===== src/rtl/arb_pkg.sv =====
// arb_pkg: shared state/owner encodings and default limits for mem_port_arbiter
package arb_pkg;
   typedef enum logic [1:0] {IDLE, BUSY_IF, BUSY_DM} arb_state_t;
   typedef enum logic {OWN_IF, OWN_DM} arb_owner_t;
   localparam int STARVE_MAX_DEF = 4;
   localparam int TIMEOUT_DEF    = 16;
endpackage


===== src/rtl/arb_watchdog.sv =====
// arb_watchdog: cycle counter that flags expiry in the LIMIT-th enabled cycle since the last clear
module arb_watchdog #(
   parameter int LIMIT = 16
) (
   input  logic clk,
   input  logic rst_n,
   input  logic i_clr,
   input  logic i_en,
   output logic o_expired
);
   localparam int CW = $clog2(LIMIT + 1);
   logic [CW-1:0] r_cnt;
   assign o_expired = i_en && (r_cnt == CW'(LIMIT - 1));
   always_ff @(posedge clk or negedge rst_n) begin
      if (!rst_n) r_cnt <= '0;
      else if (i_clr) r_cnt <= '0;
      else if (i_en && !o_expired) r_cnt <= r_cnt + 1'b1;
   end
endmodule


===== src/rtl/mem_port_arbiter.sv =====
// mem_port_arbiter: shares one memory port between fetch and data access, DM priority with IF anti-starvation.
// Optional watchdog abort when ARB_TIMEOUT_EN is defined.
module mem_port_arbiter
   import arb_pkg::*;
#(
   parameter int AW         = 32,
   parameter int DW         = 32,
   parameter int STARVE_MAX = STARVE_MAX_DEF,
   parameter int TIMEOUT    = TIMEOUT_DEF
) (
   input  logic          clk,
   input  logic          rst,
   input  logic          if_req,
   input  logic [AW-1:0] if_addr,
   output logic          if_gnt,
   output logic          if_valid,
   output logic [DW-1:0] if_rdata,
   input  logic          dm_req,
   input  logic          dm_we,
   input  logic [AW-1:0] dm_addr,
   input  logic [DW-1:0] dm_wdata,
   output logic          dm_gnt,
   output logic          dm_valid,
   output logic [DW-1:0] dm_rdata,
   output logic          err,
   output logic          mem_en,
   output logic          mem_we,
   output logic [AW-1:0] mem_addr,
   output logic [DW-1:0] mem_wdata,
   input  logic [DW-1:0] mem_rdata,
   input  logic          mem_ack,
   output logic          stall_if,
   output logic          stall_mem
);
   localparam int SW = $clog2(STARVE_MAX + 1);

   if (STARVE_MAX < 1 || TIMEOUT < 1) begin : g_bad_cfg
      $error("mem_port_arbiter: STARVE_MAX and TIMEOUT must be >= 1");
   end

   arb_state_t    r_state, w_next;
   logic [SW-1:0] r_starve_cnt;
   logic          w_if_req, w_dm_req, w_starved, w_if_win, w_dm_win;
   logic          w_busy, w_abort, w_done;

   // the requester whose response is being presented this cycle is not yet re-requesting
   assign w_if_req  = if_req & ~if_valid;
   assign w_dm_req  = dm_req & ~dm_valid;
   assign w_starved = r_starve_cnt == SW'(STARVE_MAX);
   assign w_dm_win  = (r_state == IDLE) & w_dm_req & ~(w_if_req & w_starved);
   assign w_if_win  = (r_state == IDLE) & w_if_req & ~w_dm_win;
   assign w_busy    = r_state != IDLE;
   assign w_done    = w_busy & (mem_ack | w_abort);

   assign mem_en    = w_busy;
   assign stall_if  = if_req & ~if_valid;
   assign stall_mem = dm_req & ~dm_valid;

`ifdef ARB_TIMEOUT_EN
   logic w_expired;
   arb_watchdog #(.LIMIT(TIMEOUT)) u_watchdog (
      .clk      (clk),
      .rst_n    (rst),
      .i_clr    (~w_busy),
      .i_en     (w_busy),
      .o_expired(w_expired)
   );
   assign w_abort = w_expired & ~mem_ack;
`else
   assign w_abort = 1'b0;
`endif

   always_comb begin
      w_next = r_state;
      if (r_state == IDLE) w_next = w_dm_win ? BUSY_DM : (w_if_win ? BUSY_IF : IDLE);
      else if (w_done) w_next = IDLE;
   end

   always_ff @(posedge clk or negedge rst) begin
      if (!rst) begin
         r_state      <= IDLE;
         r_starve_cnt <= '0;
         if_gnt       <= 1'b0;
         dm_gnt       <= 1'b0;
         if_valid     <= 1'b0;
         dm_valid     <= 1'b0;
         if_rdata     <= '0;
         dm_rdata     <= '0;
         err          <= 1'b0;
         mem_we       <= 1'b0;
         mem_addr     <= '0;
         mem_wdata    <= '0;
      end else begin
         r_state  <= w_next;
         if_gnt   <= w_if_win;
         dm_gnt   <= w_dm_win;
         if_valid <= w_done & (r_state == BUSY_IF);
         dm_valid <= w_done & (r_state == BUSY_DM);
         err      <= w_busy & w_abort;
         if (r_state == BUSY_IF && mem_ack) if_rdata <= mem_rdata;
         if (r_state == BUSY_DM && mem_ack && !mem_we) dm_rdata <= mem_rdata;
         if (w_dm_win) begin
            mem_addr  <= dm_addr;
            mem_we    <= dm_we;
            mem_wdata <= dm_wdata;
         end else if (w_if_win) begin
            mem_addr  <= if_addr;
            mem_we    <= 1'b0;
            mem_wdata <= '0;
         end
         if (w_if_win) r_starve_cnt <= '0;
         else if (w_dm_win && w_if_req && !w_starved) r_starve_cnt <= r_starve_cnt + 1'b1;
      end
   end
endmodule

===== config.mk =====
export PLATFORM = sky130hd
export DESIGN_NAME = mem_port_arbiter
export DESIGN_NICKNAME = d
export VERILOG_FILES = /design/src/rtl/arb_pkg.sv /design/src/rtl/arb_watchdog.sv /design/src/rtl/mem_port_arbiter.sv
export SDC_FILE = /design/constraint.sdc
export NUM_CORES = 1
export LEC_CHECK = 0
export ABC_AREA = 0
export ABC_CLOCK_PERIOD_IN_PS = 4200
export BUFFER_PORTS_ARGS = -buffer_cell sky130_fd_sc_hd__buf_4
export CAP_MARGIN = 10
export CORE_MARGIN = 5
export CORE_UTILIZATION = 50
export DETAILED_ROUTE_END_ITERATION = 7
export PLACE_DENSITY = 0.86
export SYNTH_ARGS = -nofsm -noshare
export SYNTH_HDL_FRONTEND = slang
export SYNTH_SLANG_ARGS = --single-unit

===== constraint.sdc =====
create_clock -name clk -period 4.2 [get_ports clk]
set_input_delay 1.26 -clock clk [delete_from_list [all_inputs] [get_ports clk]]
set_output_delay 1.26 -clock clk [all_outputs]
set_load 0.02 [all_outputs]

Word-level counts from Yosys, hierarchy flattened
Cells that the tools add are included.
{"block": "totals", "regBits": 138, "latchBits": 0, "mem_bits_rw": 0, "mem_bits_ro": 0, "in_bits": 134, "out_inout_bits": 137, "elab_cells": 53, "n_memories": 0}
{"block": "op_classes", "addsub": 1, "n_mul": 0, "n_div": 0, "n_lt_le_gt_ge": 0, "n_eq_ne": 3, "n_shift": 0, "mux": 12, "bitwise_logic": 14, "n_reduce_logical": 12}
{"operator": "32-bit 2-to-1 mux", "count": 4}
{"operator": "1-bit AND", "count": 10}
{"operator": "2-bit nonzero test", "count": 4}
{"operator": "2-bit 2-to-1 mux", "count": 3}
{"operator": "3-bit 2-to-1 mux", "count": 2}
{"operator": "1-bit logical AND", "count": 5}
{"operator": "1-bit NOT", "count": 4}
{"operator": "3-bit by 1-bit adder with 3-bit output, second input constant", "count": 1}
{"operator": "3-bit equality test, second input constant", "count": 1}
{"operator": "1-bit 2-to-1 mux", "count": 3}
{"operator": "2-bit by 1-bit equality test with 1-bit output, second input constant", "count": 1}
{"operator": "2-bit equality test, second input constant", "count": 1}
{"operator": "1-bit zero test", "count": 2}
{"operator": "2-bit zero test", "count": 1}

Logic depth before layout (Yosys ltp)
Gate-level depths: netlist of run 1.
{"block": "logic_depth", "ltp_word": 10, "ltp_mapped": 7, "mapped_depth_nobuf": 5}

Worst setup path before layout of run 1
No wires, ideal clock.
{"block": "synth_timing", "kind": "input-to-output", "from": "input port if_req", "to": "output port stall_if", "t_arrival_ps": 1619, "required_ps": 2940, "path_slack_ps": 1321, "cell_stages": 1, "n_path_buf": 0, "path_cell_list": "nor2b_1"}
{"block": "synth_between", "elab_chain_len": 1}
{"item": "from (decl)", "line": "mem_port_arbiter.sv:13", "source": "input logic if_req,"}
{"item": "1-bit AND", "line": "mem_port_arbiter.sv:56", "source": "assign stall_if = if_req & ~if_valid;"}
{"item": "to (decl)", "line": "mem_port_arbiter.sv:32", "source": "output logic stall_if,"}
No other way between the ends.

Worst setup path in the final report of run 1
{"block": "layout_timing", "from": "input port dm_req", "to": "output port stall_mem"}
{"block": "layout_between", "elab_chain_len": 1}
{"item": "from (decl)", "line": "mem_port_arbiter.sv:18", "source": "input logic dm_req,"}
{"item": "1-bit AND", "line": "mem_port_arbiter.sv:57", "source": "assign stall_mem = dm_req & ~dm_valid;"}
{"item": "to (decl)", "line": "mem_port_arbiter.sv:33", "source": "output logic stall_mem"}
No other way between the ends.

==> results.sh, run 1 <==
export IMPL_overflow=0
export IMPL_hpwl_um=11800
export IMPL_cell_internal_pwr_w=0.00459
export IMPL_timing_final_crit_share=0.736
export IMPL_hold_class="reg2reg"
export IMPL_dr_pass1_iters=5
export IMPL_reg2reg_setup_slack_ns=1.91
export IMPL_place_inst=746
export IMPL_p_comb_frac=0.452
export IMPL_root_buffer="clkbuf_8"
export IMPL_antenna_found_initial=0
export IMPL_mostFrequentLayoutCells="276 x buf_4, 138 x dfrtp_1, 34 x mux2_2"
export IMPL_cts_buffer_depth=2
export IMPL_instances_no_fill=777
export IMPL_hp_start="mem_wdata[19]$_DFFE_PN0P_"
export IMPL_antenna_left=0
export IMPL_die_width_um=115
export IMPL_fin_nets=761
export IMPL_cts_tree="done"
export IMPL_diodes=0
export IMPL_syn2layout_area_growth_pct=48.9
export IMPL_setup_viol=0
export IMPL_syn_inst=357
export IMPL_endpoint_kind="output pin"
export IMPL_die_height_um=115
export IMPL_avgViaCountPerCell=5.50
export IMPL_synth_area_sq_mm=0.00554
export IMPL_synth_top_family_by_area="multiplexers"
export IMPL_r2r_start="r_starve_cnt[0]$_DFFE_PN0P_"
export IMPL_yosysSeqAreaShare=0.623
export IMPL_yosysWarnings=0
export IMPL_pwr_share_clk=0.221
export IMPL_syn_avg_cell_area_sq_um=15.5
export IMPL_cts_sinks=138
export IMPL_ctsResizeCount=0
export IMPL_peakVddDrop_mv=0.595
export IMPL_routed_wl_um=16200
export IMPL_hold_viol=0
export IMPL_dieArea_sq_mm=0.0133
export IMPL_synth_mux_area_frac=0.152
export IMPL_wl_per_cell_um=20.8
export IMPL_cts_buffers_inserted=17
export IMPL_cp_arrival_ns=1.83
export IMPL_vias=4276
export IMPL_rr_worst_depth=6
export IMPL_ctsHoldBuffers=0
export IMPL_grt_pass1_vias=4611
export IMPL_rsz0062_at_grt="no"
export IMPL_coreArea_sq_mm=0.0108
export IMPL_place_congestion=0.838
export IMPL_clock_latency_ns=0.51
export IMPL_critPathMaxFanout=5
export IMPL_ys_types=31
export IMPL_critical_path_class="in2out"
export IMPL_required_ns=2.94
export IMPL_drv_cap=0
export IMPL_synth_compound_area_frac=0.121
export IMPL_startpoint="dm_req"
export IMPL_drtIter0Drc=364
export IMPL_relSlewSlack=0.288
export IMPL_track_usage=0.240
export IMPL_fmax_mhz=323
export IMPL_synthAdderAreaFrac=0.00452
export IMPL_p_seq_frac=0.326
export IMPL_synth_seq_cells=138
export IMPL_maxSlewViolCount=0
export IMPL_powerDensity_mw_per_mm2=875
export IMPL_cp_start_kind="input port"
export IMPL_drive_gt1_frac=0.590
export IMPL_start_util=0.511
export IMPL_fin_skew_ns=0.00684
export IMPL_final_common_cell="buf_4"
export IMPL_h_tree_depth=4
export IMPL_worstHoldEndpoint="mem_wdata[19]$_DFFE_PN0P_"
export IMPL_cts_setup_buffers=0
export IMPL_p_leak_nw=4.26
export IMPL_tns_ns=0
export IMPL_reg2reg_to="mem_wdata[21]$_DFFE_PN0P_"
export IMPL_p_sw_w=0.00263
export IMPL_clkTransAtPathRegs_ns=0.06
export IMPL_fp_row_count=38
export IMPL_io_buffers=269
export IMPL_fin_crit_ns=3.09
export IMPL_worst_pin_slew_ns=1.07
export IMPL_grt_max_degree=121
export IMPL_drc=0
export IMPL_grt_pass1_wl_um=24500
export IMPL_yosys_area_share_simple=0.0596
export IMPL_outcome="complete, no violations"
export IMPL_synth_xor_area_share=0
export IMPL_io_pin_count=271
export IMPL_swShare=0.364
export IMPL_syn_num_nets=493
export IMPL_fill_cells=685
export IMPL_hold_path_depth=1
==> cells in the mapped netlist (all sizes together) <==
cell / count / share of area
buf: 21 / 0.032
a21o: 2 / 0.0027
o21bai: 1 / 0.0014
inv: 4 / 0.0027
and3: 32 / 0.036
o21ai: 2 / 0.0018
nor2b: 2 / 0.0023
nor2: 1 / 0.00068
nand4b: 1 / 0.0016
nand2: 1 / 0.00068
a22o: 33 / 0.052
mux2i: 1 / 0.0018
or2: 1 / 0.0011
nand3b: 1 / 0.0014
a221o: 32 / 0.058
nor4b: 2 / 0.0086
nand4: 2 / 0.0023
and2b: 1 / 0.0014
ha: 2 / 0.0045
a21boi: 2 / 0.0047
and3b: 1 / 0.0016
conb: 1 / 0.00068
dfrtp: 138 / 0.62
and2: 1 / 0.0011
clkbuf: 7 / 0.0047
nand3: 1 / 0.00090
mux2: 64 / 0.15
==> stage by stage <==
stage          hold WS [ns]  instance area, sq um  power (W)   util  worst slack (ns)
2_1_floorplan         0.471                  5540    0.00423      -              1.32
3_3_place_gp          0.485                  7620    0.00553  0.703              1.14
3_5_place_dp          0.483                  7620    0.00565  0.703              1.11
4_1_cts               0.503                  8250    0.00728  0.761              1.11
5_1_grt               0.518                  8250    0.00756  0.761              1.07
6_report              0.502                  8250    0.00722  0.761              1.11
==> per-layer routing <==
layer | up-vias | routed length, um | global-route usage | part of all wire
met5 | - | 0 | 0 | 0
li1 | 1885 | - | - | -
met2 | 237 | 8360 | 0.424 | 0.52
met3 | 31 | 1730 | 0.0863 | 0.11
met4 | 0 | 322 | 0.0861 | 0.020
met1 | 2123 | 5750 | 0.266 | 0.36
==> logic make-up (layout without fill, tap and decap cells) <==
| logic type | after synthesis | after routing |
|---|---|---|
| AOI/OAI and AO/OA | 72 | 72 |
| adders and majority gates | 2 | 2 |
| buffers and inverters | 32 | 312 |
| DFF | 138 | 138 |
| muxes | 65 | 65 |
| other | 1 | 1 |
| and+or+nand+nor | 47 | 47 |
==> power by group through the flow <==
| stage | registers, W | clock network (W) | logic (W) |
|---|---|---|---|
| 2_1_floorplan | 0.00304 | 0 | 0.00119 |
| 3_3_place_gp | 0.00232 | 0 | 0.00320 |
| 3_5_place_dp | 0.00236 | 0 | 0.00329 |
| 4_1_cts | 0.00236 | 0.00162 | 0.00330 |
| 5_1_grt | 0.00243 | 0.00169 | 0.00344 |
| 6_report | 0.00236 | 0.00160 | 0.00327 |
==> area by class of cell <==
type | count | area, sq um | share of cell area
Clock inverter | 13 | 218 | 0.0264
Sequential cell | 138 | 3450 | 0.418
Timing Repair Buffer | 277 | 2080 | 0.252
Multi-Input combinational cell | 187 | 1890 | 0.229
Clock buffer | 18 | 418 | 0.0506
Tap cell | 140 | 175 | 0.0212
Inverter | 4 | 15.0 | 0.00182
==> registers in the layout (all words and copies together), names as in the netlist <==
signal and flops:
dm_rdata 32, if_rdata 32, mem_addr 32, mem_wdata 32, r_starve_cnt 3, r_state 2
dm_gnt 1, dm_valid 1, if_gnt 1, if_valid 1, mem_we 1
==> how the worst max path moves through the flow <==
stage / slack (ns) / endpoint
2_1_floorplan: 1.32 / stall_if
3_3_place_gp: 1.14 / stall_if
3_5_place_dp: 1.11 / stall_mem
4_1_cts: 1.11 / stall_mem
5_1_grt: 1.07 / stall_mem
6_report: 1.11 / stall_mem
==> worst max-delay path: stages <==
cell	delay [ns]
buf_4	0.08
and2b_1	0.28
buf_4	0.20
Power figures use the tool's default switching activity.
==> inputs of run 2 (changes only) <==
Settings changed: ABC_CLOCK_PERIOD_IN_PS 4200 to 3100, CORE_UTILIZATION 50 to 46, PLACE_DENSITY 0.86 to 0.8.
Clock period 4.2 ns to 3.1 ns, I/O delays scaled along.
==> results.sh, run 2 (synthesis gave the netlist of run 1 again) <==
export IMPL_routed_wl_um=16200
export IMPL_ctsResizeCount=0
export IMPL_timing_final_crit_share=0.780
export IMPL_overflow=0
export IMPL_peakVddDrop_mv=0.709
export IMPL_track_usage=0.228
export IMPL_diodes=0
export IMPL_p_leak_nw=4.27
export IMPL_syn2layout_area_growth_pct=49.6
export IMPL_cp_arrival_ns=1.49
export IMPL_cts_tree="done"
export IMPL_vias=4254
export IMPL_h_tree_depth=4
export IMPL_drc=0
export IMPL_die_height_um=120
export IMPL_grt_pass1_vias=4594
export IMPL_drv_cap=0
export IMPL_fin_nets=763
export IMPL_worst_pin_slew_ns=0.698
export IMPL_final_common_cell="buf_4"
export IMPL_tns_ns=0
export IMPL_maxSlewViolCount=0
export IMPL_instances_no_fill=786
export IMPL_root_buffer="clkbuf_16"
export IMPL_dieArea_sq_mm=0.0143
export IMPL_relSlewSlack=0.535
export IMPL_coreArea_sq_mm=0.0119
export IMPL_ctsHoldBuffers=0
export IMPL_clock_latency_ns=0.42
export IMPL_dr_pass1_iters=4
export IMPL_setup_viol=0
export IMPL_rsz0062_at_grt="no"
export IMPL_avgViaCountPerCell=5.41
export IMPL_powerDensity_mw_per_mm2=1170
export IMPL_grt_max_degree=66
export IMPL_fin_skew_ns=0.0118
export IMPL_fmax_mhz=413
export IMPL_io_pin_count=271
export IMPL_rr_worst_depth=4
export IMPL_hpwl_um=11500
export IMPL_endpoint_kind="output pin"
export IMPL_antenna_found_initial=0
export IMPL_mostFrequentLayoutCells="274 x buf_4, 138 x dfrtp_1, 34 x mux2_2"
export IMPL_drive_gt1_frac=0.590
export IMPL_grt_pass1_wl_um=25100
export IMPL_die_width_um=120
export IMPL_critPathMaxFanout=5
export IMPL_wl_per_cell_um=20.6
export IMPL_start_util=0.465
export IMPL_place_congestion=0.768
export IMPL_drtIter0Drc=336
export IMPL_cts_buffers_inserted=17
export IMPL_cts_sinks=138
export IMPL_hold_class="in2async"
export IMPL_cp_start_kind="input port"
export IMPL_outcome="complete, no violations"
export IMPL_cts_setup_buffers=0
export IMPL_required_ns=2.17
export IMPL_critical_path_class="in2out"
export IMPL_fp_row_count=40
export IMPL_io_buffers=269
export IMPL_hold_viol=0
export IMPL_clkTransAtPathRegs_ns=0.05
export IMPL_fill_cells=808
export IMPL_antenna_left=0
export IMPL_fin_crit_ns=2.42
export IMPL_cts_buffer_depth=2
export IMPL_place_inst=755
==> run 2: layout make-up <==
type                            count  area [sq um]  area share
Sequential cell                   138          3450       0.417
Timing Repair Buffer              279          2150       0.259
Multi-Input combinational cell    187          1890       0.228
Clock buffer                       25           515      0.0622
Tap cell                          147           184      0.0222
Clock inverter                      6          85.1      0.0103
Inverter                            4          15.0     0.00181
==> run 2: power by group <==
part           internal, W  switching [W]  leakage [nW]  total, W
combinational      0.00219        0.00224          2.28   0.00444
clock              0.00131       0.000731         0.291   0.00204
sequential         0.00265       0.000537          1.70   0.00319
==> run 2: per-stage QoR <==
step | power [W] | instance area [sq um] | hold slack [ns] | setup slack (ns) | util
5_1_grt | 0.0101 | 8290 | 0.407 | 0.636 | 0.696
2_1_floorplan | 0.00573 | 5540 | 0.471 | 0.881 | -
4_1_cts | 0.00976 | 8290 | 0.399 | 0.680 | 0.696
3_5_place_dp | 0.00764 | 7690 | 0.484 | 0.680 | 0.646
3_3_place_gp | 0.00751 | 7690 | 0.484 | 0.690 | 0.646
6_report | 0.00967 | 8290 | 0.410 | 0.681 | 0.696
==> run 2: worst max-delay path, stage by stage <==
cell and delay, ns:
buf_4 0.08, and2b_1 0.28, buf_4 0.20
==> run 2: routing by layer <==
metal | part of all wire | wire length [um] | global-route usage | vias up
met3 | 0.099 | 1600 | 0.101 | 22
met4 | 0.017 | 269 | 0.0787 | 0
met5 | 0 | 0 | 0 | -
met1 | 0.38 | 6160 | 0.266 | 2122
li1 | - | - | - | 1892
met2 | 0.50 | 8130 | 0.375 | 218
==> run 2: final timing paths <==
kind                                        startpoint  slack [ns]                          end
max                                             dm_req        0.68                    stall_mem
min                                                rst        0.41     if_rdata[24]$_DFFE_PN0P_
max reg2reg                     r_state[1]$_DFFE_PN0P_        1.13     mem_addr[11]$_DFFE_PN0P_
min reg2reg                r_starve_cnt[2]$_DFFE_PN0P_        0.50  r_starve_cnt[2]$_DFFE_PN0P_
max in group asynchronous                          rst        1.93    mem_wdata[17]$_DFFE_PN0P_
min in group clk           r_starve_cnt[2]$_DFFE_PN0P_        0.50  r_starve_cnt[2]$_DFFE_PN0P_
==> inputs of run 3 (changes only) <==
Settings changed: ABC_CLOCK_PERIOD_IN_PS 3100 to 2500.
Clock period 3.1 ns to 2.5 ns, I/O delays scaled along.
==> results.sh, run 3 (synthesis gave the netlist of run 1 again) <==
export IMPL_outcome="complete, no violations"
export IMPL_h_tree_depth=4
export IMPL_clock_latency_ns=0.40
export IMPL_grt_pass1_wl_um=25200
export IMPL_io_pin_count=271
export IMPL_grtUsageMet3=0.0839
export IMPL_vias=4248
export IMPL_cts_buffer_depth=2
export IMPL_drive_gt1_frac=0.587
export IMPL_hold_viol=0
export IMPL_clkTransAtPathRegs_ns=0.06
export IMPL_syn2layout_area_growth_pct=49.1
export IMPL_final_common_cell="buf_4"
export IMPL_drtIter0Drc=314
export IMPL_swShare=0.365
export IMPL_powerDensity_mw_per_mm2=1440
export IMPL_cts_tree="done"
export IMPL_start_util=0.465
export IMPL_track_usage=0.226
export IMPL_slowest_stage="dfrtp_1"
export IMPL_overflow=0
export IMPL_place_congestion=0.768
export IMPL_critPathMaxFanout=5
export IMPL_tns_ns=0
export IMPL_cp_arrival_ns=1.42
export IMPL_cp_start_kind="flop"
export IMPL_routed_wl_um=16200
export IMPL_max_stage_delay_ns=0.43
export IMPL_wl_per_cell_um=20.5
export IMPL_coreArea_sq_mm=0.0119
export IMPL_peakVddDrop_mv=0.819
export IMPL_fin_nets=765
export IMPL_p_seq_frac=0.334
export IMPL_io_buffers=269
export IMPL_die_height_um=120
export IMPL_pwr_share_clk=0.202
export IMPL_rsz0062_at_grt="no"
export IMPL_total_power_w=0.0119
export IMPL_p_comb_frac=0.464
export IMPL_met2_usage=0.384
export IMPL_avgViaCountPerCell=5.38
export IMPL_drv_cap=0
export IMPL_root_buffer="clkbuf_16"
export IMPL_cts_setup_buffers=0
export IMPL_grt_max_degree=67
export IMPL_hpwl_um=11700
export IMPL_maxSlewViolCount=0
export IMPL_path_cells="and2b_1 -> buf_4"
export IMPL_use_met1=0.266
export IMPL_cts_sinks=138
export IMPL_antenna_found_initial=0
export IMPL_cts_buffers_inserted=17
export IMPL_fmax_mhz=460
export IMPL_dr_pass1_iters=5
export IMPL_busiest_layer="met2"
export IMPL_mostFrequentLayoutCells="277 x buf_4, 138 x dfrtp_1, 34 x mux2_2"
export IMPL_place_ws_ns=0.430
export IMPL_p_leak_nw=4.26
export IMPL_instances_no_fill=789
export IMPL_ctsResizeCount=0
export IMPL_place_inst=757
export IMPL_critical_path_class="reg2out"
export IMPL_dieArea_sq_mm=0.0143
export IMPL_required_ns=1.75
export IMPL_fill_cells=836
export IMPL_fin_crit_ns=2.17
export IMPL_antenna_left=0
export IMPL_worst_slack_ns=0.326
export IMPL_p_sw_w=0.00434
export IMPL_cell_internal_pwr_w=0.00753
export IMPL_drc=0
export IMPL_ctsHoldBuffers=0
export IMPL_hold_class="in2async"
export IMPL_endpoint_kind="output pin"
export IMPL_diodes=0
export IMPL_die_width_um=120
export IMPL_timing_final_crit_share=0.870
export IMPL_fin_skew_ns=0.00919
export IMPL_grt_pass1_vias=4572
export IMPL_setup_viol=0
export IMPL_fp_row_count=40
## run 3: critical path, delay by kind of cell, from the launching register on
| family | cells | cell delay [ns] |
|---|---|---|
| buffers and inverters | 1 | 0.20 |
| AND/OR/NAND/NOR | 1 | 0.39 |
| flip-flops | 1 | 0.43 |
## run 3: final timing paths
kind	depth (start not counted)	end	slack, ns	from
setup / recovery	2	stall_mem	0.33	dm_valid$_DFF_PN0_
hold / removal	1	if_rdata[24]$_DFFE_PN0P_	0.26	rst
setup reg to reg	4	dm_rdata[16]$_DFFE_PN0P_	0.72	r_state[0]$_DFFE_PN0P_
hold reg to reg	1	mem_wdata[13]$_DFFE_PN0P_	0.50	mem_wdata[13]$_DFFE_PN0P_
max in group asynchronous	2	mem_wdata[27]$_DFFE_PN0P_	1.49	rst
min in group clk	1	mem_wdata[13]$_DFFE_PN0P_	0.50	mem_wdata[13]$_DFFE_PN0P_
## run 3: power groups by stage
stage	Combinational, W	Clock, W	Sequential (W)
detailed placement	0.00555	0	0.00395
finish	0.00550	0.00240	0.00397
floorplan	0.00200	0	0.00511
CTS	0.00557	0.00245	0.00396
global placement	0.00542	0	0.00392
global route	0.00583	0.00256	0.00408
## run 3: per-layer routing
metal,wire length [um],vias to the layer above
met5,0,-
met4,250,0
met3,1580,21
met2,8350,195
met1,5990,2141
li1,-,1891
## run 3: stage by stage
step                      hold WS (ns)  utilization  cell area, sq um
after global routing             0.279        0.694              8260
after CTS                        0.264        0.694              8260
after global placement           0.484        0.646              7690
after floorplan                  0.454            -              5540
after detailed placement         0.483        0.646              7690
final                            0.264        0.694              8260
## run 3: final cells by class
| cell class | instances | area (sq um) | share of cell area |
|---|---|---|---|
| multi-input cells | 187 | 1890 | 0.229 |
| inverters | 4 | 15.0 | 0.00182 |
| flip-flops and latches | 138 | 3450 | 0.418 |
| clock buffers | 27 | 513 | 0.0621 |
| clock inverters | 5 | 58.8 | 0.00712 |
| repair buffers | 281 | 2150 | 0.260 |
| well taps | 147 | 184 | 0.0223 |
